## src/rtl/load_store_pkg.sv

```systemverilog
// Shared load/store encodings: access size codes and the skid-buffer
// occupancy states, reused by the load formatter and the store-merge unit.
package load_store_pkg;

   localparam logic [1:0] SZ_WORD = 2'd0;
   localparam logic [1:0] SZ_HALF = 2'd1;
   localparam logic [1:0] SZ_BYTE = 2'd2;
   localparam logic [1:0] SZ_RSVD = 2'd3;

   typedef enum logic [1:0] {
      ST_EMPTY = 2'd0,
      ST_ONE   = 2'd1,
      ST_FULL  = 2'd2
   } skidState_t;

endpackage

```

## src/rtl/load_lane_format.sv

```systemverilog
// Combinational load formatter: picks the addressed byte/half lane,
// zero- or sign-extends it, and flags accesses that break alignment.
module load_lane_format
   import load_store_pkg::*;
#(
   parameter int DATA_W = 32,
   parameter int OFS_W  = $clog2(DATA_W / 8)
) (
   input  logic [DATA_W-1:0] data,
   input  logic [OFS_W-1:0]  ofs,
   input  logic [1:0]        size,
   input  logic              isSigned,
   output logic [DATA_W-1:0] fmtData,
   output logic              misaligned
);

   localparam logic [OFS_W-1:0] OFS_ONE      = OFS_W'(1);
   localparam logic [OFS_W-1:0] OFS_ZERO     = OFS_W'(0);
   localparam logic [OFS_W-1:0] HALF_MAX_OFS = OFS_W'(DATA_W / 8 - 2);

   logic [7:0]       loByte_s;
   logic [7:0]       hiByte_s;
   logic [OFS_W-1:0] hiOfs_s;
   logic             halfBad_s;

   // Lane extraction, extension and alignment check for one load
   always_comb begin
      fmtData    = '0;
      misaligned = 1'b0;
      // The upper half byte wraps within the word; a wrapped lane is always flagged misaligned.
      loByte_s   = data[{ofs, 3'b000} +: 8];
      hiOfs_s    = ofs + OFS_ONE;
      hiByte_s   = data[{hiOfs_s, 3'b000} +: 8];
      halfBad_s  = ofs[0] | (ofs > HALF_MAX_OFS);
      case (size)
         SZ_BYTE: begin
            fmtData    = {{(DATA_W-8){isSigned & loByte_s[7]}}, loByte_s};
            misaligned = 1'b0;
         end
         SZ_HALF: begin
            misaligned = halfBad_s;
            if (halfBad_s) begin
               fmtData = '0;
            end else begin
               fmtData = {{(DATA_W-16){isSigned & hiByte_s[7]}}, hiByte_s, loByte_s};
            end
         end
         default: begin
            misaligned = (ofs != OFS_ZERO);
            if (ofs != OFS_ZERO) begin
               fmtData = '0;
            end else begin
               fmtData = data;
            end
         end
      endcase
   end

endmodule

```

## src/rtl/load_align_unit.sv

```systemverilog
// MEM/WB load-data formatter with a two-entry skid buffer so WB stalls never
// lose a result, plus a saturating misaligned-load counter for debug.
module load_align_unit
   import load_store_pkg::*;
#(
   parameter int DATA_W = 32,
   parameter int OFS_W  = $clog2(DATA_W / 8),
   parameter int CNT_W  = 8
) (
   input  logic              clk,
   input  logic              reset,
   input  logic              in_valid,
   output logic              in_ready,
   input  logic [DATA_W-1:0] in_data,
   input  logic [OFS_W-1:0]  in_ofs,
   input  logic [1:0]        in_size,
   input  logic              in_signed,
   output logic              out_valid,
   input  logic              out_ready,
   output logic [DATA_W-1:0] out_data,
   output logic              out_misaligned,
   output logic [CNT_W-1:0]  misalign_count
);

   localparam logic [CNT_W-1:0] CNT_MAX = {CNT_W{1'b1}};
   localparam logic [CNT_W-1:0] CNT_ONE = CNT_W'(1);

   logic [DATA_W-1:0] fmtData_s;
   logic              fmtMis_s;
   logic              acc_s;
   logic              tk_s;

   skidState_t        state_r;
   logic [DATA_W-1:0] mainData_r;
   logic              mainMis_r;
   logic [DATA_W-1:0] skidData_r;
   logic              skidMis_r;
   logic [CNT_W-1:0]  count_r;

   load_lane_format #(
      .DATA_W (DATA_W),
      .OFS_W  (OFS_W)
   ) uFormat (
      .data       (in_data),
      .ofs        (in_ofs),
      .size       (in_size),
      .isSigned   (in_signed),
      .fmtData    (fmtData_s),
      .misaligned (fmtMis_s)
   );

   // Readiness depends only on skid occupancy, never on out_ready.
   assign in_ready       = (state_r != ST_FULL) && !reset;
   assign out_valid      = (state_r != ST_EMPTY);
   assign out_data       = mainData_r;
   assign out_misaligned = mainMis_r;
   assign misalign_count = count_r;
   assign acc_s          = in_valid && in_ready;
   assign tk_s           = out_valid && out_ready;

   // Skid-buffer FSM, data registers and saturating misalignment counter
   always_ff @(posedge clk) begin
      if (reset) begin
         state_r    <= ST_EMPTY;
         mainData_r <= '0;
         mainMis_r  <= 1'b0;
         skidData_r <= '0;
         skidMis_r  <= 1'b0;
         count_r    <= '0;
      end else begin
         case (state_r)
            ST_EMPTY: begin
               if (acc_s) begin
                  mainData_r <= fmtData_s;
                  mainMis_r  <= fmtMis_s;
                  state_r    <= ST_ONE;
               end
            end
            ST_ONE: begin
               if (acc_s && tk_s) begin
                  mainData_r <= fmtData_s;
                  mainMis_r  <= fmtMis_s;
               end else if (acc_s) begin
                  skidData_r <= fmtData_s;
                  skidMis_r  <= fmtMis_s;
                  state_r    <= ST_FULL;
               end else if (tk_s) begin
                  state_r    <= ST_EMPTY;
               end
            end
            ST_FULL: begin
               if (tk_s) begin
                  mainData_r <= skidData_r;
                  mainMis_r  <= skidMis_r;
                  state_r    <= ST_ONE;
               end
            end
            default: begin
               state_r <= ST_EMPTY;
            end
         endcase
         if (acc_s && fmtMis_s && (count_r != CNT_MAX)) begin
            count_r <= count_r + CNT_ONE;
         end
      end
   end

endmodule

```

## config.mk

```make
export PLATFORM = sky130hd
export DESIGN_NAME = load_align_unit
export DESIGN_NICKNAME = d
export VERILOG_FILES = /design/src/rtl/load_store_pkg.sv /design/src/rtl/load_lane_format.sv /design/src/rtl/load_align_unit.sv
export SDC_FILE = /design/constraint.sdc
export NUM_CORES = 1
export LEC_CHECK = 0
export ABC_CLOCK_PERIOD_IN_PS = 4050
export BUFFER_PORTS_ARGS = -buffer_cell sky130_fd_sc_hd__buf_2
export CORE_ASPECT_RATIO = 0.6
export CORE_MARGIN = 2
export CORE_UTILIZATION = 61
export CTS_BUF_LIST = sky130_fd_sc_hd__clkbuf_8
export CTS_CLUSTER_DIAMETER = 40
export DETAILED_ROUTE_END_ITERATION = 8
export PLACE_DENSITY_LB_ADDON = 0.15
export SYNTH_ARGS = -nofsm -noshare
export SYNTH_HDL_FRONTEND = slang
export SYNTH_SLANG_ARGS = --single-unit
```

## constraint.sdc

```tcl
create_clock -name clk -period 4.05 [get_ports clk]
set_input_delay 0.81 -clock clk [delete_from_list [all_inputs] [get_ports clk]]
set_output_delay 0.81 -clock clk [all_outputs]
set_load 0.02 [all_outputs]
```

After elaboration in Yosys (flattened, before gate mapping)
Index checks and enable logic that the tools add are counted.
{"block": "word_totals", "register_bits": 76, "latch_bits": 0, "ram_bits": 0, "romBits": 0, "input_bits": 41, "output_inout_bits": 43, "word_cells": 58, "memories": 0}
{"block": "classes", "n_addsub": 2, "multipliers": 0, "div_mod_pow": 0, "order_cmp": 1, "n_eq_ne": 11, "shifts": 2, "mux": 18, "bitwise_logic": 4, "n_reduce_logical": 14}
{"cell": "$mux 32", "n": 5}
{"cell": "$pmux 32 s3", "n": 1}
{"cell": "$pmux 32 s2", "n": 1}
{"cell": "$shiftx 32x6->8", "n": 2}
{"cell": "$mux 2", "n": 5}
{"cell": "$ne 2x2->1 const B", "n": 5}
{"cell": "$add 8x1->8 const B", "n": 1}
{"cell": "$ne 8x8->1 const B", "n": 1}
{"cell": "$reduce_and 4->1", "n": 2}
{"cell": "$logic_and 1x1->1", "n": 6}
{"cell": "$pmux 2 s3", "n": 1}
{"cell": "$eq 2x1->1 const B", "n": 2}
{"cell": "$eq 2x2->1 const B", "n": 2}
{"cell": "$reduce_bool 2->1", "n": 2}
{"cell": "$mux 1", "n": 3}
{"cell": "$ne 3x3->1 const B", "n": 1}
{"cell": "$pmux 1 s3", "n": 1}
{"cell": "$reduce_and 3->1", "n": 1}
{"cell": "$reduce_bool 3->1", "n": 1}
{"cell": "$add 2x1->2 const B", "n": 1}
{"cell": "$and 1x1->1", "n": 2}
{"cell": "$gt 2x2->1 const B", "n": 1}
{"cell": "$logic_not 2->1", "n": 1}
{"cell": "$pmux 1 s2", "n": 1}
{"cell": "other kinds (3)", "n": 3}

Logic depth before layout (Yosys ltp)
Gate-level depths: netlist of the first run.
{"block": "depth", "word_depth": 7, "ltp_mapped": 9, "mapped_depth_nobuf": 6}

By module
From an unflattened synthesis of the first run, not the netlist that was laid out.
{"block": "hier_totals", "hier_cells": 496, "hier_area_um2": 4145.2}
{"module": "load_align_unit", "n_inst": 1, "cells_per_inst": 388, "area_per_inst_um2": 3280.6}
{"module": "load_lane_format", "n_inst": 1, "cells_per_inst": 108, "area_per_inst_um2": 864.6}

Least setup slack after synthesis of the first run
Ideal clock, no wire load.
{"block": "synth_timing", "path_kind": "input -> register", "from": "in in_ofs[0]", "to": "reg mainData_r[16] (netlist: out_data[16])", "setup_ns": 0.134, "arrival_ns": 2.766, "path_slack_ns": 1.150, "cell_stages": 9, "n_path_buf": 3, "path_cell_list": "buf_4 -> inv_1 -> ha_1 -> clkbuf_2 -> mux2_2 -> a22o_4 -> a2111oi_4 -> buf_6 -> a211oi_1"}
{"block": "synth_via", "elab_chain_len": 7}
{"element": "from (decl)", "line_no": "load_align_unit.sv:15", "source": "input logic [OFS_W-1:0] in_ofs,"}
{"element": "$add 2x1->2", "line_no": "load_lane_format.sv:32", "source": "hiOfs_s = ofs + OFS_ONE;"}
{"element": "$shiftx 32x6->8", "line_no": "load_lane_format.sv:33", "source": "hiByte_s = data[{hiOfs_s, 3'b000} +: 8];"}
{"element": "$and 1x1->1", "line_no": "load_lane_format.sv:45", "source": "fmtData = {{(DATA_W-16){isSigned & hiByte_s[7]}}, hiByte_s, loByte_s};"}
{"element": "$mux 32", "line_no": "load_lane_format.sv:42", "source": "if (halfBad_s) begin"}
{"element": "$pmux 32 s2 *", "line_no": "load_lane_format.sv:35", "source": "case (size)"}
{"element": "$mux 32 (on tied branches)", "line_no": "load_align_unit.sv:80, load_align_unit.sv:73"}
{"element": "$pmux 32 s3 *", "line_no": "load_align_unit.sv:71", "source": "case (state_r)"}
{"element": "to (signal assigned)", "line_no": "load_align_unit.sv:74", "source": "mainData_r <= fmtData_s;"}
{"element": "to (signal assigned)", "line_no": "load_align_unit.sv:81", "source": "mainData_r <= fmtData_s;"}
{"element": "to (signal assigned)", "line_no": "load_align_unit.sv:93", "source": "mainData_r <= skidData_r;"}
{"element": "to (decl)", "line_no": "load_align_unit.sv:34", "source": "logic [DATA_W-1:0] mainData_r;"}
Every way passes the cells marked *; elsewhere a longest branch is shown, timed or not. The select of a mux whose other input is x is not followed.
A chain may end at the register's enable or synchronous reset.

Worst setup path after layout of the first run
{"block": "layout_timing", "from": "in in_size[0]", "to": "reg mainData_r[22] (netlist: out_data[22])"}
{"block": "layout_via", "elab_chain_len": 4}
{"element": "from (decl)", "line_no": "load_align_unit.sv:16", "source": "input logic [1:0] in_size,"}
{"element": "$eq 2x1->1 / $eq 2x2->1 (equally long branches)", "line_no": "load_lane_format.sv:35"}
{"element": "$pmux 32 s2 *", "line_no": "load_lane_format.sv:35"}
{"element": "$mux 32 (on tied branches)", "line_no": "load_align_unit.sv:80, load_align_unit.sv:73"}
{"element": "$pmux 32 s3 *", "line_no": "load_align_unit.sv:71"}
Marks and branches as above.

==> results by group, run 1 <==
Place
  • Routability cong.: approximately 0.98
  • Pre-CTS setup slack: 0.8879 ns
  • DP HPWL: a little under 8000 um
  • Port buffer count: 83

Yosys
  • Largest family of logic cells by synthesized area: compound AO/OA/AOI/OAI gates
  • Synth Cell Area: 0.004044 mm2
  • Mux contribution to synthesized area: between 9 and 10%
  • Top_reg_cell synth: dfxtp_1
  • Yosys warns: 0
  • Post-Syn Nets: 499
  • Yosys cell types: 47
  • Post-Synth Adder-Cell Area: 1.547%
  • Avg Synthesized Cell Area: 8.927 um2
  • Post-synth EDFFs: 0
  • Asr flop ratio synth: 0%
  • Mapped Cells: 453
  • Flops & latches, synth: 76
  • Synth Area in Compound Gates: between 20% and 30%
  • Synth Area in Simple Gates: 21.57%
  • Post-Synth XOR/XNOR Area: 0%
  • Seq/Total Area, Yosys: 37.62%

Clock network
  • TritonCTS clock tree: done
  • CTS H-tree lvls: 3
  • PostCTS Resize Cnt: 0
  • CTS buffer count: 9
  • CTS hold repair buffers: 0
  • Clock Tree Root: clkbuf_8
  • Sinks on Clock Net: 76
  • Clock-pin slew on the worst setup and hold paths: ~0.080 ns
  • Clk Latency, worst-skew pair: 0.36 ns
  • Bufs on Longest Clock Path: 2
  • Post-CTS Setup Bufs: 0

Flow run
  • Max cap viols: 0

STA
  • Worst hold slack: 0.4719 ns
  • Fin Clk Skew: 0.007201 ns
  • Post-layout worst setup margin: 1.185 ns
  • Final setup fails: 0
  • TNS Setup: 0 ns
  • Slew Viols, Final: 0
  • Worst-Margin Slew: about 0.97 ns
  • Final Hold Fails: 0
  • Fin crit share: a little over two thirds
  • Slew margin rel.: 35.57%
  • Post-route minimum period: 2.865 ns
  • RSZ-0062 raised after global routing: no
  • FMAX: 349.1 MHz

Global routing
  • Largest net degree at the start of global routing: 82
  • First-pass GRT wire length: 18620 um
  • GRT Total Usage: 34.28%
  • Grt total ovfl: 0
  • Vias in the first global route: roughly 3600
  • Antenna violations before repair: 0

Setup path
  • Req. time, crit path: 4.32 ns
  • Crit path launch type: input port
  • Crit-path slowest cell: and2_0
  • Largest stage delay, worst path: roughly 0.84 ns
  • Crit path cell chain: buf_2 -> inv_1 -> ha_1 -> and2_0 -> buf_4 -> nand2_1 -> a211oi_1
  • CP Max Fanout: 22
  • Worst Reg-to-Reg Cells: 4
  • Crit path arrival time: between 3 and 4 ns
  • Critical path class: in2reg
  • Worst Setup End Kind: register

Power and ir drop
  • Reg power frac: 46.0%
  • Clk pwr share: 35.5%
  • Max VDD drop: 0.2589 mV
  • Switching share of power: 29.31%
  • P_int: approximately 0.0012 W
  • NetSw: 0.0005115 W
  • Leakage: 1.884 nW
  • Share of total power in combinational logic: 18.5%
  • Pwr dens: 374.2 mW/mm2

Route
  • Wirelength per Cell: 19.88 um
  • Via count: 3994
  • DRC Markers: 0
  • Iter 0 DRT Violations: roughly 440
  • Router iterations before antenna repair: 5
  • Antenna-violating nets left: 0
  • Routed wire length: 11950 um
  • Via density: approximately 6.6

Cells and area
  • P&R area growth vs syn: 15.32%
  • Final nets: 559
  • Layout cells sized above 1: a little over a quarter
  • Ant. Diodes: 0

Floorplan
  • Die Y: 67.07 um
  • Die Span X: between 100 and 150 um
  • # rows: 22
  • Initial core utilization: 64.72%
  • IO Count: 84
  • Area of the die: 0.007318 mm2
  • Core Footprint: 0.006248 mm2

Run status
  • Status: finished clean

Min path
  • Worst Hold Class: reg2reg
  • WHS Path Cells: 2
==> cell usage after synthesis, types with 6 or more instances <==
cell type,count,share of area (%)
mux2_2,11,3.1
dfxtp_1,76,38
a22oi_1,8,1.5
nor3_1,33,4.1
or4_1,17,3.2
clkbuf_1,36,3.3
mux2i_1,6,1.5
nor4_1,12,1.9
mux4_1,7,4.5
a221oi_1,8,1.7
a221o_2,8,2.2
o211a_1,8,2.0
a21boi_0,8,1.5
a21oi_1,6,0.74
inv_1,6,0.56
o21ai_0,17,2.1
a211oi_1,41,7.6
a2111oi_0,8,1.7
nor2_1,64,5.9
nand2_1,20,1.9
nor2b_1,6,0.93
==> worst max-delay path: cells and delay by family <==
family,cells,cell delay (ns)
and+or+nand+nor,2,0.94
adders and majority gates,1,0.66
buffers and inverters,3,0.46
AOI/OAI and AO/OA,1,0.25
==> layout by cell type, fill, tap and decap left out, drive strengths merged, types with 5 or more instances in the layout <==
cell,instances
inv,7
ha,5
mux4,8
nor2b,6
nor4,12
o211a,8
nor2,64
dfxtp,76
or4,17
nor3,33
a21oi,6
buf,94
a21boi,8
o21ai,17
a2111oi,9
clkbuf,12
nand2,20
mux2,11
nand2b,5
a221o,8
mux2i,6
a221oi,8
a211oi,41
a22oi,8
==> sequential cells by signal, indices dropped and copies added (netlist names) <==
signal / cells
misalign_count: 8
out_data: 32
out_misaligned: 1
skidData_r: 32
skidMis_r: 1
state_r: 2
==> cell type report <==
cell class,instances,area (um2)
Multi-Input combinational cell,325,2302
Fill cell,474,1585
Sequential cell,76,1521
Timing Repair Buffer,94,498.0
Clock buffer,12,165.2
Tap cell,84,105.1
Clock inverter,3,45.04
Inverter,7,26.28
==> per-stage QoR <==
stage	util, %	power, W	instance area, um2	cells
after floorplan	-	0.001031	4044	453
after global routing	74.63	0.001805	4663	601
final	74.63	0.001745	4663	601
after detailed placement	71.27	0.001133	4453	586
after CTS	74.63	0.001742	4663	601
after global placement	71.27	0.001125	4453	586
==> cells by family (layout without fill, tap and decap cells) <==
logic type                 Yosys count  in the layout
muxes                               25             25
AOI/OAI and AO/OA                  121            121
and+or+nand+nor                    174            174
adders and majority gates            5              5
DFF                                 76             76
buffers and inverters               52            116
==> power by group through the flow <==
stage | Sequential, W | Clock [W] | Combinational (W)
finish | 0.000804 | 0.000619 | 0.000323
floorplan | 0.000844 | 0 | 0.000187
CTS | 0.000803 | 0.000623 | 0.000316
detailed placement | 0.000820 | 0 | 0.000313
global route | 0.000808 | 0.000649 | 0.000348
global placement | 0.000818 | 0 | 0.000306
==> path summary, 6_finish.rpt <==
| check | from | to | slack, ns |
|---|---|---|---|
| hold / removal | out_misaligned$_SDFFE_PP0P_ | out_misaligned$_SDFFE_PP0P_ | 0.47 |
| setup / recovery | in_size[0] | out_data[22]$_SDFFE_PP0P_ | 1.19 |
| setup reg to reg | state_r[0]$_SDFFE_PP0P_ | out_data[2]$_SDFFE_PP0P_ | 1.24 |
| hold reg to reg | out_misaligned$_SDFFE_PP0P_ | out_misaligned$_SDFFE_PP0P_ | 0.47 |
==> per-layer routing <==
layer,share of wire [%],global-route usage (%),up-vias
li1,-,-,1850
met1,44,46.81,1869
met2,43,48.14,257
met3,12,15.26,18
met4,1.5,10.42,0
met5,0,0,-
Note: power is estimated with default switching activity, not from simulation.
==> run 2, diff against run 1 <==
ABC_CLOCK_PERIOD_IN_PS = 2800   (was 4050)
CORE_UTILIZATION = 57   (was 61)
clock period = 2.8 ns   (was 4.05 ns; I/O delays follow)
==> run 2 against run 1 <==
Critical path depth fell by 4. Cell area rose by 2.2%. Global-route usage fell by 3.2 points. Clock-buffer cell count fell by 3. Routed wire length fell by 0.72%. Non-clock buffer count rose by 12. Power rose by 47%. Clock power rose by 51%. Final cell count rose by 2.7%. Sequential share of layout area fell by 0.70 points. Critical path type is now reg2out. Critical endpoint is now in_ready. Largest cell class unchanged. Highest routed layer unchanged.
==> results by group, run 2 (synthesis gave the netlist of run 1 again) <==
Cells and area
  • Layout cells sized above 1: 27.92% (+1.8 points)
  • P&R area growth vs syn: 17.85%
  • Most common cell after layout, fill and taps aside: buf_2
  • Ant. Diodes: 0 (unchanged)
  • Fillers: 577 (+22%)
  • Most frequent cells in the layout: buf_2, dfxtp_1, nor2_1
  • Final nets: 571 (+2.1%)

STA
  • Fin Clk Skew: 0.008298 ns (+0.001097 ns)
  • Worst-Margin Slew: 0.8140 ns (-0.1519 ns)
  • TNS Setup: 0 ns (unchanged)
  • Fin crit share: 82.50%
  • Slew margin rel.: 45.73% (+10 points)
  • Final setup fails: 0 (unchanged)
  • Final Hold Fails: 0 (unchanged)
  • Post-layout worst setup margin: 0.4901 ns (-0.6954 ns)
  • RSZ-0062 raised after global routing: no
  • FMAX: 432.9 MHz
  • Slew Viols, Final: 0 (unchanged)
  • Post-route minimum period: roughly 2.3 ns

Clock network
  • Post-CTS Setup Bufs: 0 (unchanged)
  • CTS H-tree lvls: 3 (unchanged)
  • Sinks on Clock Net: 76 (unchanged)
  • Clock-pin slew on the worst setup and hold paths: 0.08 ns (about the same)
  • CTS hold repair buffers: 0 (unchanged)
  • PostCTS Resize Cnt: 0 (unchanged)
  • TritonCTS clock tree: done
  • Clk Latency, worst-skew pair: 0.37 ns (about the same)
  • Clock Tree Root: clkbuf_8
  • Bufs on Longest Clock Path: 2 (unchanged)
  • CTS buffer count: 9 (unchanged)

Setup path
  • Crit path arrival time: 1.75 ns (-1.38 ns)
  • Worst Setup End Kind: output pin
  • Critical path class: reg2out
  • Largest stage delay, worst path: 0.82 ns (-0.02 ns)
  • Req. time, crit path: 2.24 ns (-2.08 ns)
  • CP Max Fanout: 18 (-18%)
  • Crit-path slowest cell: dfxtp_1
  • Crit path cell chain: nor2b_2 -> nor2_1 -> buf_2
  • Crit path launch type: register

Global routing
  • Largest net degree at the start of global routing: 80 (-2.4%)
  • First-pass GRT wire length: 19350 um (+4.0%)
  • Antenna violations before repair: 0 (unchanged)
  • Grt total ovfl: 0 (unchanged)
  • Vias in the first global route: 3777 (+4.3%)
  • GRT Total Usage: 31.09% (-3.2 points)

Route
  • Antenna-violating nets left: 0 (unchanged)
  • Wirelength per Cell: 19.22 um (-3.3%)
  • Via density: 6.499 (-2.2%)
  • Router iterations before antenna repair: 5 (unchanged)
  • Routed wire length: 11860 um (-0.72%)
  • Via count: 4010 (+0.40%)
  • DRC Markers: 0 (unchanged)
  • Iter 0 DRT Violations: 447 (+1.4%)

Floorplan
  • Die Y: 69.25 um (+3.2%)
  • # rows: 23 (+4.5%)
  • IO Count: 84 (unchanged)
  • Core Footprint: 0.006763 mm2 (+8.2%)
  • Initial core utilization: 59.80% (-4.9 points)
  • Area of the die: 0.007807 mm2 (+6.7%)
  • Die Span X: 112.7 um (+3.3%)

Power and ir drop
  • Leakage: 1.949 nW (+3.5%)
  • Max VDD drop: 0.4617 mV (+78%)
  • Pwr dens: 539.6 mW/mm2 (+44%)
  • Tot Pwr: 0.002572 W (+47%)

Min path
  • Worst Hold Class: in2reg

Place
  • Routability cong.: 0.9722 (-0.84%)
  • Port buffer count: 83 (unchanged)
  • DP HPWL: 8147 um (+3.5%)
  • Pre-CTS setup slack: 0.3255 ns (-0.5624 ns)

Run status
  • Status: finished clean

Flow run
  • Max cap viols: 0 (unchanged)
[run 2: worst max-delay path, delay by kind of cell (launching register included)]
kind,cells,cell delay [ns]
flops,1,0.82
simple gates,2,0.37
buf+inv,1,0.19
[run 2: layout make-up]
class	instances	area [um2]	share of cell area, %
timing repair buffer	106	588.1	12.34
clock buffer	9	123.9	2.599
clock inverter	7	92.59	1.943
tap	87	108.9	2.284
multi-input combinational	325	2305	48.36
sequential	76	1521	31.92
inverter	7	26.28	0.5513
[run 2: where the power goes]
group	switching, W	internal [W]	leakage, nW	total [W]
Clock	0.000437	0.000498	0.107	0.000936
Combinational	0.000294	0.000186	1.22	0.000479
Sequential	0.0000278	0.00113	0.619	0.00116
[run 2: per-stage QoR]
stage	instance area [um2]	hold WS [ns]	util, %	std cells
floorplan	4044	0.4691	-	453
detailed placement	4549	0.4770	67.27	601
CTS	4766	0.4785	70.47	617
finish	4766	0.4835	70.47	617
global route	4766	0.4897	70.47	617
global placement	4549	0.4641	67.27	601
[run 2: per-layer routing]
metal	vias to the layer above	wire, um	GRT usage, %
met4	0	174	9.214
met5	-	0	0
met2	195	5122	44.64
met1	1921	5335	45.15
met3	19	1228	9.441
li1	1875	-	-
[run 2: path summary, 6_finish.rpt]
kind,from,endpoint,slack [ns],cells after the start
hold reg to reg,out_misaligned$_SDFFE_PP0P_,out_misaligned$_SDFFE_PP0P_,0.48,2
hold / removal,in_data[22],skidData_r[22]$_SDFFE_PP0P_,0.48,3
setup reg to reg,state_r[1]$_SDFFE_PP0P_,out_data[30]$_SDFFE_PP0P_,0.57,4
setup / recovery,state_r[1]$_SDFFE_PP0P_,in_ready,0.49,3
==> run 3, diff against run 2 <==
ABC_CLOCK_PERIOD_IN_PS = 2350   (was 2800)
clock period = 2.35 ns   (was 2.8 ns; I/O delays follow)
==> run 3 against run 2 <==
Via count is 1.7% higher. Cell area is 2.6% higher. Non-clock buffer count is 8 higher. Sequential cell count stayed put. Die area stayed put. Power is 17% higher. Clock-buffer cell count stayed put. Largest cell class unchanged. Largest power group unchanged.
==> results by group, run 3 (synthesis gave the netlist of run 1 again) <==
Setup path
  • R2R Path Start: state_r[1]$_SDFFE_PP0P_
  • Crit path arrival time: 1.55 ns (-0.20 ns)
  • Worst path depth: 3 (unchanged)
  • Worst Reg-to-Reg Cells: 5 (+1)
  • Worst Setup EP: in_ready
  • Crit path launch type: register
  • CP Max Fanout: 13 (-5)
  • R2r setup slk: 0.43 ns (-0.14 ns)
  • CP Buf/Inv Count: 1 (unchanged)
  • Critical path class: reg2out
  • Largest stage delay, worst path: 0.61 ns (-0.21 ns)
  • R2R Path End: out_data[13]$_SDFFE_PP0P_
  • Crit-path slowest cell: dfxtp_1
  • CP Launch Point: state_r[1]$_SDFFE_PP0P_
  • Kind of cell adding the most delay to the critical path: flip-flops
  • Worst Setup End Kind: output pin
  • Req. time, crit path: 1.88 ns (-0.36 ns)
  • Crit path cell chain: nor2b_1 -> nor2_1 -> buf_2

STA
  • Fin Clk Skew: 0.009337 ns (+0.001039 ns)
  • Worst hold slack: 0.4073 ns (-0.07620 ns)
  • Post-route minimum period: between 2 and 2.5 ns
  • Final setup fails: 0 (unchanged)
  • Slew Viols, Final: 0 (unchanged)
  • TNS Setup: 0 ns (unchanged)
  • Fin crit share: roughly 86%
  • Slew margin rel.: 60.38% (+15 points)
  • Worst-Margin Slew: 0.5943 ns (-0.2197 ns)
  • Final Hold Fails: 0 (unchanged)
  • RSZ-0062 raised after global routing: no
  • FMAX: ~490 MHz
  • Post-layout worst setup margin: 0.3288 ns (-0.1613 ns)

Floorplan
  • Area of the die: 0.007807 mm2 (unchanged)
  • Die Y: 69.25 um (unchanged)
  • # rows: 23 (unchanged)
  • Die Span X: 112.7 um (unchanged)
  • Initial core utilization: 59.80% (unchanged)
  • Core Footprint: 0.006763 mm2 (unchanged)
  • IO Count: 84 (unchanged)

Route
  • Via density: 6.525 (+0.39%)
  • Wirelength per Cell: 19.47 um (+1.3%)
  • Routed wire length: 12170 um (+2.6%)
  • Router iterations before antenna repair: 5 (unchanged)
  • Antenna-violating nets left: 0 (unchanged)
  • Iter 0 DRT Violations: 415 (-7.2%)
  • DRC Markers: 0 (unchanged)
  • Via count: 4078 (+1.7%)

Cells and area
  • P&R area growth vs syn: 20.88%
  • Finished Layout Cells: 625 (+1.3%)
  • Most frequent cells in the layout: buf_2, dfxtp_1, nor2_1
  • Footprint of the multi-input gates: 0.002344 mm2 (+1.7%)
  • Most common cell after layout, fill and taps aside: buf_2
  • Fillers: 522 (-9.5%)
  • Layout cells sized above 1: 30.48% (+2.6 points)
  • Ant. Diodes: 0 (unchanged)
  • Register Area: 0.001521 mm2 (unchanged)
  • Final nets: 579 (+1.4%)

Clock network
  • PostCTS Resize Cnt: 0 (unchanged)
  • Sinks on Clock Net: 76 (unchanged)
  • CTS H-tree lvls: 3 (unchanged)
  • Post-CTS Setup Bufs: 0 (unchanged)
  • Bufs on Longest Clock Path: 2 (unchanged)
  • CTS hold repair buffers: 0 (unchanged)
  • TritonCTS clock tree: done
  • Clock-pin slew on the worst setup and hold paths: 0.09 ns (about the same)
  • CTS buffer count: 9 (unchanged)
  • Clk Latency, worst-skew pair: 0.37 ns (about the same)
  • Clock Tree Root: clkbuf_8

Power and ir drop
  • Reg power frac: 45.8% (+0.8 points)
  • Share of total power in combinational logic: 20.3% (+1.7 points)
  • Tot Pwr: 0.003013 W (+17%)
  • Clk pwr share: 33.9% (-2.5 points)
  • Switching share of power: 30.67% (+1.2 points)
  • Leakage: 2.003 nW (+2.7%)
  • NetSw: 0.0009240 W (+22%)
  • Max VDD drop: 0.5643 mV (+22%)
  • P_int: 0.002089 W (+15%)
  • Pwr dens: 616.3 mW/mm2 (+14%)

Place
  • Post-Place Cells: 609 (+1.3%)
  • Port buffer count: 83 (unchanged)
  • DP HPWL: 8696 um (+6.7%)
  • Routability cong.: 0.9696 (-0.27%)
  • Pre-CTS setup slack: 0.04090 ns (-0.2846 ns)

Global routing
  • Antenna violations before repair: 0 (unchanged)
  • Grt total ovfl: 0 (unchanged)
  • Vias in the first global route: 3867 (+2.4%)
  • First-pass GRT wire length: 19420 um (+0.32%)
  • GRT Total Usage: 31.57% (+0.48 points)
  • Largest net degree at the start of global routing: 55 (-31%)

Min path
  • Worst Hold Class: in2reg

Flow run
  • Max cap viols: 0 (unchanged)

Run status
  • Status: finished clean
## run 3: per-stage QoR
step | instance area, um2 | utilization, %
after CTS | 4888 | 72.28
final | 4888 | 72.28
after global routing | 4888 | 72.28
after global placement | 4691 | 69.36
after detailed placement | 4691 | 69.36
after floorplan | 4120 | -
## run 3: worst register-to-register path, cell delays in order, from the launching register on
cell and delay, ns:
dfxtp_1 0.61, nor2b_1 0.33, buf_4 0.34, nor2_1 0.10, a221oi_1 0.33, nor3_1 0.10
## run 3: worst min path at each step
stage | startpoint | endpoint | slack (ns) | cells after the start
detailed placement | out_misaligned$_SDFFE_PP0P_ | out_misaligned$_SDFFE_PP0P_ | 0.46 | 2
global route | in_data[19] | out_data[19]$_SDFFE_PP0P_ | 0.40 | 3
global placement | out_misaligned$_SDFFE_PP0P_ | out_misaligned$_SDFFE_PP0P_ | 0.44 | 2
CTS | in_data[23] | out_data[23]$_SDFFE_PP0P_ | 0.40 | 3
finish | in_data[19] | out_data[19]$_SDFFE_PP0P_ | 0.41 | 3
floorplan | skidData_r[0]$_SDFFE_PP0P_ | skidData_r[0]$_SDFFE_PP0P_ | 0.47 | 2
## run 3: power groups by stage
stage / Clock [W] / Sequential (W) / Combinational [W]
after floorplan: 0 / 0.00145 / 0.000340
final: 0.00102 / 0.00138 / 0.000612
after global routing: 0.00109 / 0.00139 / 0.000658
after global placement: 0 / 0.00140 / 0.000584
after detailed placement: 0 / 0.00141 / 0.000597
after CTS: 0.00103 / 0.00138 / 0.000601
## run 3: layout make-up
class	count	area share, %
clock inverter	7	1.510
sequential	76	31.12
clock buffer	9	2.534
timing repair buffer	114	14.03
tap	87	2.227
inverter	7	0.6399
multi-input combinational	325	47.94
## run 3: per-layer routing
layer | vias to the layer above | wire [um] | track usage [%] | part of all wire (%)
met2 | 200 | 5483 | 49.17 | 45
met1 | 1948 | 5317 | 42.02 | 44
li1 | 1907 | - | - | -
met4 | 0 | 177 | 8.266 | 1.5
met3 | 23 | 1190 | 11.19 | 9.8
met5 | - | 0 | 0 | 0
